<file path="config.mk">
export PLATFORM = sky130hd
export DESIGN_NAME = instruction_fetch_stage
export DESIGN_NICKNAME = d
export VERILOG_FILES = /design/src/rtl/instruction_fetch_stage.sv
export SDC_FILE = /design/constraint.sdc
export NUM_CORES = 1
export LEC_CHECK = 0
export CORE_ASPECT_RATIO = 1.4
export CORE_UTILIZATION = 47
export CTS_BUF_LIST = sky130_fd_sc_hd__clkbuf_8
export DETAILED_ROUTE_END_ITERATION = 12
export GPL_ROUTABILITY_DRIVEN = 0
export GPL_TIMING_DRIVEN = 0
export PLACE_DENSITY_LB_ADDON = 0.2
export SYNTH_ARGS = -nofsm -noshare
export SYNTH_HDL_FRONTEND = slang
export SYNTH_SLANG_ARGS = --single-unit
</file>
<file path="constraint.sdc">
create_clock -name clk -period 2.5 [get_ports clk]
set_input_delay 0.25 -clock clk [delete_from_list [all_inputs] [get_ports clk]]
set_output_delay 0.25 -clock clk [all_outputs]
set_load 0.02 [all_outputs]
</file>
<file path="src/rtl/instruction_fetch_stage.sv">
// Fetch stage with IF/ID pipeline register: PC, ready-handshake fetch, one-entry
// skid buffer for fetches that land during a stall, and decode-side redirect/flush.
module instruction_fetch_stage #(
  parameter logic [31:0] RESET_PC  = 32'h0000_0000,
  parameter logic [31:0] NOP_INSTR = 32'h0000_0000
) (
  input  logic        clk,
  input  logic        reset,
  input  logic        stallInput,
  input  logic        branchControlInput,
  input  logic [31:0] pcBranchInput,
  input  logic        jumpInput,
  input  logic [31:0] pcJumpInput,
  input  logic        ifFlushInput,
  output logic        imemReqOutput,
  output logic [31:0] imemAddrOutput,
  input  logic        imemReadyInput,
  input  logic [31:0] imemDataInput,
  output logic [31:0] instructionOutput,
  output logic [31:0] pc4Output,
  output logic        validOutput,
  output logic [31:0] pcOutput
);

  typedef enum logic [1:0] {FETCH, HOLD, DROP} state_e;

  state_e      state_q, state_d;
  logic [31:0] pc_q, pc_d;
  logic [31:0] drop_addr_q, drop_addr_d;
  logic [31:0] skid_q, skid_d, skid_pc4_q, skid_pc4_d;
  logic [31:0] instr_q, instr_d, pc4_q, pc4_d;
  logic        valid_q, valid_d;
  logic        active_q;

  logic        redirect, req, fire;
  logic [31:0] target, pc_inc;

  assign redirect = jumpInput | branchControlInput;
  assign target   = (jumpInput ? pcJumpInput : pcBranchInput) & 32'hFFFF_FFFC;
  assign pc_inc   = pc_q + 32'd4;
  // active_q keeps the request low for the first cycle out of reset
  assign req      = active_q && (state_q != HOLD);
  assign fire     = req && imemReadyInput;

  always_comb begin
    state_d     = state_q;
    pc_d        = pc_q;
    drop_addr_d = drop_addr_q;
    skid_d      = skid_q;
    skid_pc4_d  = skid_pc4_q;
    instr_d     = instr_q;
    pc4_d       = pc4_q;
    valid_d     = valid_q;
    case (state_q)
      FETCH: begin
        if (redirect) begin
          pc_d       = target;
          skid_d     = '0;
          skid_pc4_d = '0;
          if (req && !imemReadyInput) begin
            state_d     = DROP;
            drop_addr_d = pc_q;
          end
        end else if (fire && !stallInput) begin
          instr_d = imemDataInput;
          pc4_d   = pc_inc;
          valid_d = 1'b1;
          pc_d    = pc_inc;
        end else if (fire) begin
          skid_d     = imemDataInput;
          skid_pc4_d = pc_inc;
          pc_d       = pc_inc;
          state_d    = HOLD;
        end
      end
      HOLD: begin
        if (redirect) begin
          pc_d       = target;
          skid_d     = '0;
          skid_pc4_d = '0;
          state_d    = FETCH;
        end else if (!stallInput) begin
          instr_d = skid_q;
          pc4_d   = skid_pc4_q;
          valid_d = 1'b1;
          state_d = FETCH;
        end
      end
      DROP: begin
        // the in-flight return belongs to the squashed path; swallow it
        if (redirect) pc_d = target;
        if (fire) state_d = FETCH;
      end
      default: state_d = FETCH;
    endcase
    if (ifFlushInput) begin
      instr_d = NOP_INSTR;
      pc4_d   = '0;
      valid_d = 1'b0;
    end
  end

  always_ff @(posedge clk or negedge reset) begin
    if (!reset) begin
      state_q     <= FETCH;
      pc_q        <= RESET_PC;
      drop_addr_q <= '0;
      skid_q      <= '0;
      skid_pc4_q  <= '0;
      instr_q     <= NOP_INSTR;
      pc4_q       <= '0;
      valid_q     <= 1'b0;
      active_q    <= 1'b0;
    end else begin
      state_q     <= state_d;
      pc_q        <= pc_d;
      drop_addr_q <= drop_addr_d;
      skid_q      <= skid_d;
      skid_pc4_q  <= skid_pc4_d;
      instr_q     <= instr_d;
      pc4_q       <= pc4_d;
      valid_q     <= valid_d;
      active_q    <= 1'b1;
    end
  end

  assign imemReqOutput     = req;
  assign imemAddrOutput    = (state_q == DROP) ? drop_addr_q : pc_q;
  assign instructionOutput = instr_q;
  assign pc4Output         = pc4_q;
  assign validOutput       = valid_q;
  assign pcOutput          = pc_q;

endmodule

</file>
**Word level (Yosys, flattened, before mapping)**

Cells that the tools add are included.

- Flip-flop bits (word level): 196
- Input port bits: 103
- Word-level logic and storage cells: 83

- Add/subtract/negate cells: 1
- Equality and inequality tests: 15
- Muxes and demuxes: 41
- Bitwise operators: 1
- Reduce and logical (&&, ||, !) cells: 16

Operators by type and width:

| cell | count |
|---|---|
| $mux W32 | 22 |
| $pmux W32 S2 | 5 |
| $add A32 B3 Y32 const B | 1 |
| $ne A3 B3 Y1 const B | 8 |
| $mux W2 | 7 |
| $reduce_and A5 Y1 | 2 |
| $pmux W2 S3 | 1 |
| $reduce_and A3 Y1 | 2 |
| $mux W1 | 5 |
| $logic_and A1 B1 Y1 | 4 |
| $ne A2 B1 Y1 const B | 2 |
| $ne A2 B2 Y1 const B | 2 |
| $ne A4 B4 Y1 const B | 1 |
| $reduce_and A4 Y1 | 1 |
| $reduce_bool A2 Y1 | 2 |
| $reduce_bool A3 Y1 | 1 |
| $eq A2 B1 Y1 const B | 1 |
| $eq A2 B2 Y1 const B | 1 |
| $logic_not A1 Y1 | 2 |
| $logic_not A2 Y1 | 1 |
| $pmux W1 S2 | 1 |
| $reduce_or A2 Y1 | 1 |
| $or A1 B1 Y1 | 1 |

**Longest topological paths before layout**

- Depth in word-level cells: 8
- Depth in mapped cells: 9
- Depth with buffers taken out: 7

**Worst setup path before layout**

Ideal clock, no wire load.

- Path kind: register to register
- Start point: reg pc_q[9] (netlist: pcOutput[9])
- End point: reg pc_q[31] (netlist: pcOutput[31])
- Library setup time: 0.090 ns
- Arrival: 2.338 ns
- Data required time: 2.410 ns
- Slack: 0.072 ns
- Stages on the path, launching flop included: 8
- Buffers on the path: 2
- Period minus slack after synthesis: 2.428 ns
- Path through: dfrtp_1 buf_2 nand4_4 or4_1 or4_1 clkbuf_2 or4_1 o221ai_1

- Word-level cells in the longest chain between the ends: 5

Ends and longest elaborated chain:

| item | RTL line | source |
|---|---|---|
| start: declaration | 28 | `logic [31:0] pc_q, pc_d;` |
| start signal: assignment | 116 | `pc_q <= pc_d;` |
| $add A32 B3 Y32 (*) | 40 | `assign pc_inc = pc_q + 32'd4;` |
| $mux W32 | 69 | `end else if (fire) begin` |
| $mux W32 (*) | 64 | `end else if (fire && !stallInput) begin` |
| $mux W32 (*) | 56 | `if (redirect) begin` |
| $pmux W32 S2 (*) | 54 | `case (state_q)` |

Mark *: on every way between the ends. The rest lies on a longest branch, timed or not. The select of a mux whose other input is x is not followed.
A chain may end at the register's enable or synchronous reset.

**Worst setup path after layout**

- Start point: reg pc_q[2] (netlist: pcOutput[2])
- End point: reg pc_q[31] (netlist: pcOutput[31])

The elaborated chain is that of the path after synthesis.

==> results_dict.tcl <==
set metrics [dict create \
    slew-limit-headroom_pct 42.5 \
    nNetsFinal 1329 \
    critical-path-top-delay-family "simple AND/OR/NAND/NOR gates" \
    cts_buffers 17 \
    worstPathCellList "buf_4 -> nand4_1 -> buf_4 -> or4_4 -> or4_4 -> buf_4 -> or4_1 -> o221ai_1" \
    r2r-start "pcOutput[2]$_DFFE_PN0P_" \
    drtIter0Drc 518 \
    grt_pass1_vias 8645 \
    crit_buf_inv 3 \
    synth_area_per_cell_um2 10.1 \
    yosys-top-cells-area "dfrtp_1 (49%), mux2_2 (7.1%), mux2i_1 (5.1%), nand2_1 (3.4%), a32o_1 (3.3%)" \
    root_buffer "clkbuf_8" \
    io_pins 233 \
    tightestPinTransition_ns 0.863 \
    grt-ovfl-total 0 \
    power_density_nw_per_um2 870 \
    crit_fanout 9 \
    dpl.hpwl_mm 22.0 \
    via_count 8742 \
    finalCritPeriodShare_pct 98.1 \
    slowest_delay_ns 0.43 \
    ff2ff_setup_slack_ns 0.05 \
    core-area_um2 20500 \
    die-area_um2 21400 \
    ctsHtreeMaxLevel 4 \
    end_kind "flop" \
    cap_violations 0 \
    drc 0 \
    required_ns 2.91 \
    cp.depth 8 \
    async_flop_share_pct 100 \
    drtAntennaViolNets 0 \
    die_y_um 173 \
    synth_edf_count 0 \
    initial_utilization_pct 47.7 \
    cts_tree "done" \
    fin_cells 1490 \
    yosysSeqAreaShare_pct 48.6 \
    crit_top_cell "buf_4" \
    grt_start_max_net_pins 124 \
    min_path_type "input pin to async pin" \
    viasPerCell 5.87 \
    synth_area_leader_cell "dfrtp_1" \
    ir_drop_mv 0.623 \
    drt_wl_total_mm 29.6 \
    fmax_mhz 408 \
    leakage_uw 0.00527 \
    yosys_warnings 0 \
    die_width_um 124 \
    yosys-top-cells-count "dfrtp_1 (190), nand2_1 (89), clkbuf_1 (76), mux2_2 (62), nor2_1 (61)" \
    cts_buffer_depth 2 \
    final_core_utilization_pct 63.5 \
    fin_hold_ws_ns 0.254 \
    crit_end "pcOutput[31]$_DFFE_PN0P_" \
    final_max_slew_viol_count 0 \
    drt_first_pass_iters 5 \
    area_growth_pct 33.0 \
    fp-row-count 62 \
    cts.sinks 190 \
    synth_top_cell_area_share_pct 48.6 \
    drive_gt1_share_pct 15.8 \
    antenna_found_initial 0 \
    path_class "flop to flop" \
    synth_top_flop_cell "dfrtp_1" \
    status "finished clean" \
    post-route-min-period_ns 2.45 \
    worstSkewPairLatency_ns 0.50 \
    synth_area_um2 9780 \
    grt_pass1_wl_mm 46.3 \
    final.setup.tns_ns 0 \
    syn_inst 970 \
    cp-startpoint "pcOutput[2]$_DFFE_PN0P_" \
    slowest_stage "or4_4" \
    place.port_buffers 223 \
    yosysMostFrequentCell "dfrtp_1" \
    grtUsageTotal_pct 28.4 \
    worstSetupStartpointType "flop" \
    r2r-end "pcOutput[31]$_DFFE_PN0P_" \
    dp_cells 1453 \
    clk_pin_slew_ns 0.11 \
    ys_seq_elements 190 \
    avgRoutedWirePerCell_um 19.9 \
    hold_violations 0 \
    reg2reg_depth 8 \
    skew_ns 0.0172 \
    worst_ep_arrival_time_ns 2.86 \
    antenna_cells 0 \
    yosysUniqueCellTypes 56 \
    finalSetupViolCount 0 \
]
where the power goes:
| group | internal, µW | switching (µW) |
|---|---|---|
| clock network | 840 | 1260 |
| logic | 2220 | 2870 |
| registers | 3600 | 514 |
| total | 6670 | 4650 |
cell families (layout without fill, tap and decap cells):
logic type	after synthesis	after routing	synth area share [%]
xor gates and xnor gates	24	24	2.15
DFF	190	190	48.6
muxes	112	112	12.3
AOI/OAI and AO/OA	260	260	18.3
and+or+nand+nor	264	264	13.3
other	2	5	0.0768
buffers and inverters	113	374	4.65
adders and majority gates	5	5	0.640
flip-flops by register name, summed over array words and instances, names as in the netlist:
register and count:
validOutput 1, drop_addr_q 30, pc4Output 31, state_q 2, instructionOutput 32, active_q 1, skid_pc4_q 31, skid_q 32
pcOutput 30
how the worst min path moves through the flow:
stage                                    start                    endpoint
floorplan                                reset          active_q$_DFF_PN0_
global placement    skid_pc4_q[19]$_DFFE_PN0P_  skid_pc4_q[19]$_DFFE_PN0P_
detailed placement                       reset  drop_addr_q[8]$_DFFE_PN0P_
CTS                                      reset  drop_addr_q[8]$_DFFE_PN0P_
global route                             reset  drop_addr_q[8]$_DFFE_PN0P_
finish                                   reset  drop_addr_q[8]$_DFFE_PN0P_
repair_timing:
action                                 in CTS  in global routing
hold buffers                                1                  0
pin swaps                                   2                  1
gates cloned                                0                  0
endpoints found under the hold margin      67                  0
setup endpoints to repair                 152                 74
resized for setup                          83                 56
setup buffers                               3                 13
worst reg2reg max path: stages, from the launching register on:
cell      delay (ns)
dfrtp_1         0.38
buf_4           0.18
nand4_1         0.11
buf_4           0.18
or4_4           0.43
or4_4           0.43
buf_4           0.18
or4_1           0.40
o221ai_1        0.08
final cells by class:
class,instances,area [µm²]
plain buffers,91,470
multi-input cells,670,4670
clock inverters,15,171
repair buffers,241,2340
inverters,10,37.5
clock buffers,17,234
well taps,256,320
flip-flops and latches,190,4760
fillers,1781,7480
metal layers:
layer / track usage, % / up-vias / routed length, µm
met5: 0 / - / 0
met1: 34.7 / 4258 / 11500
li1: - / 4034 / -
met3: 4.49 / 74 / 1780
met4: 11.6 / 0 / 1130
met2: 49.0 / 376 / 15200
cell usage in the layout (no fill, tap or decap), drive strengths merged, types with 21 or more instances in the layout:
cell,Yosys,final
a211oi,40,40
a21oi,44,44
a32o,32,32
buf,25,44
clkbuf,78,88
clkdlybuf4s50,0,192
dfrtp,190,190
dlygate4sd2,0,21
mux2,62,62
mux2i,50,50
nand2,89,89
nor2,61,61
o21ai,59,59
stage by stage:
step / cell area [µm²] / power [µW] / setup WS, ns
floorplan: 9790 / 6990 / 0.0720
global placement: 12300 / 9100 / -6.85
detailed placement: 12400 / 9170 / -0.879
CTS: 12900 / 11100 / 0.00385
global route: 13000 / 11900 / -0.0233
finish: 13000 / 11300 / 0.0478
(Power assumes the default switching activity.)
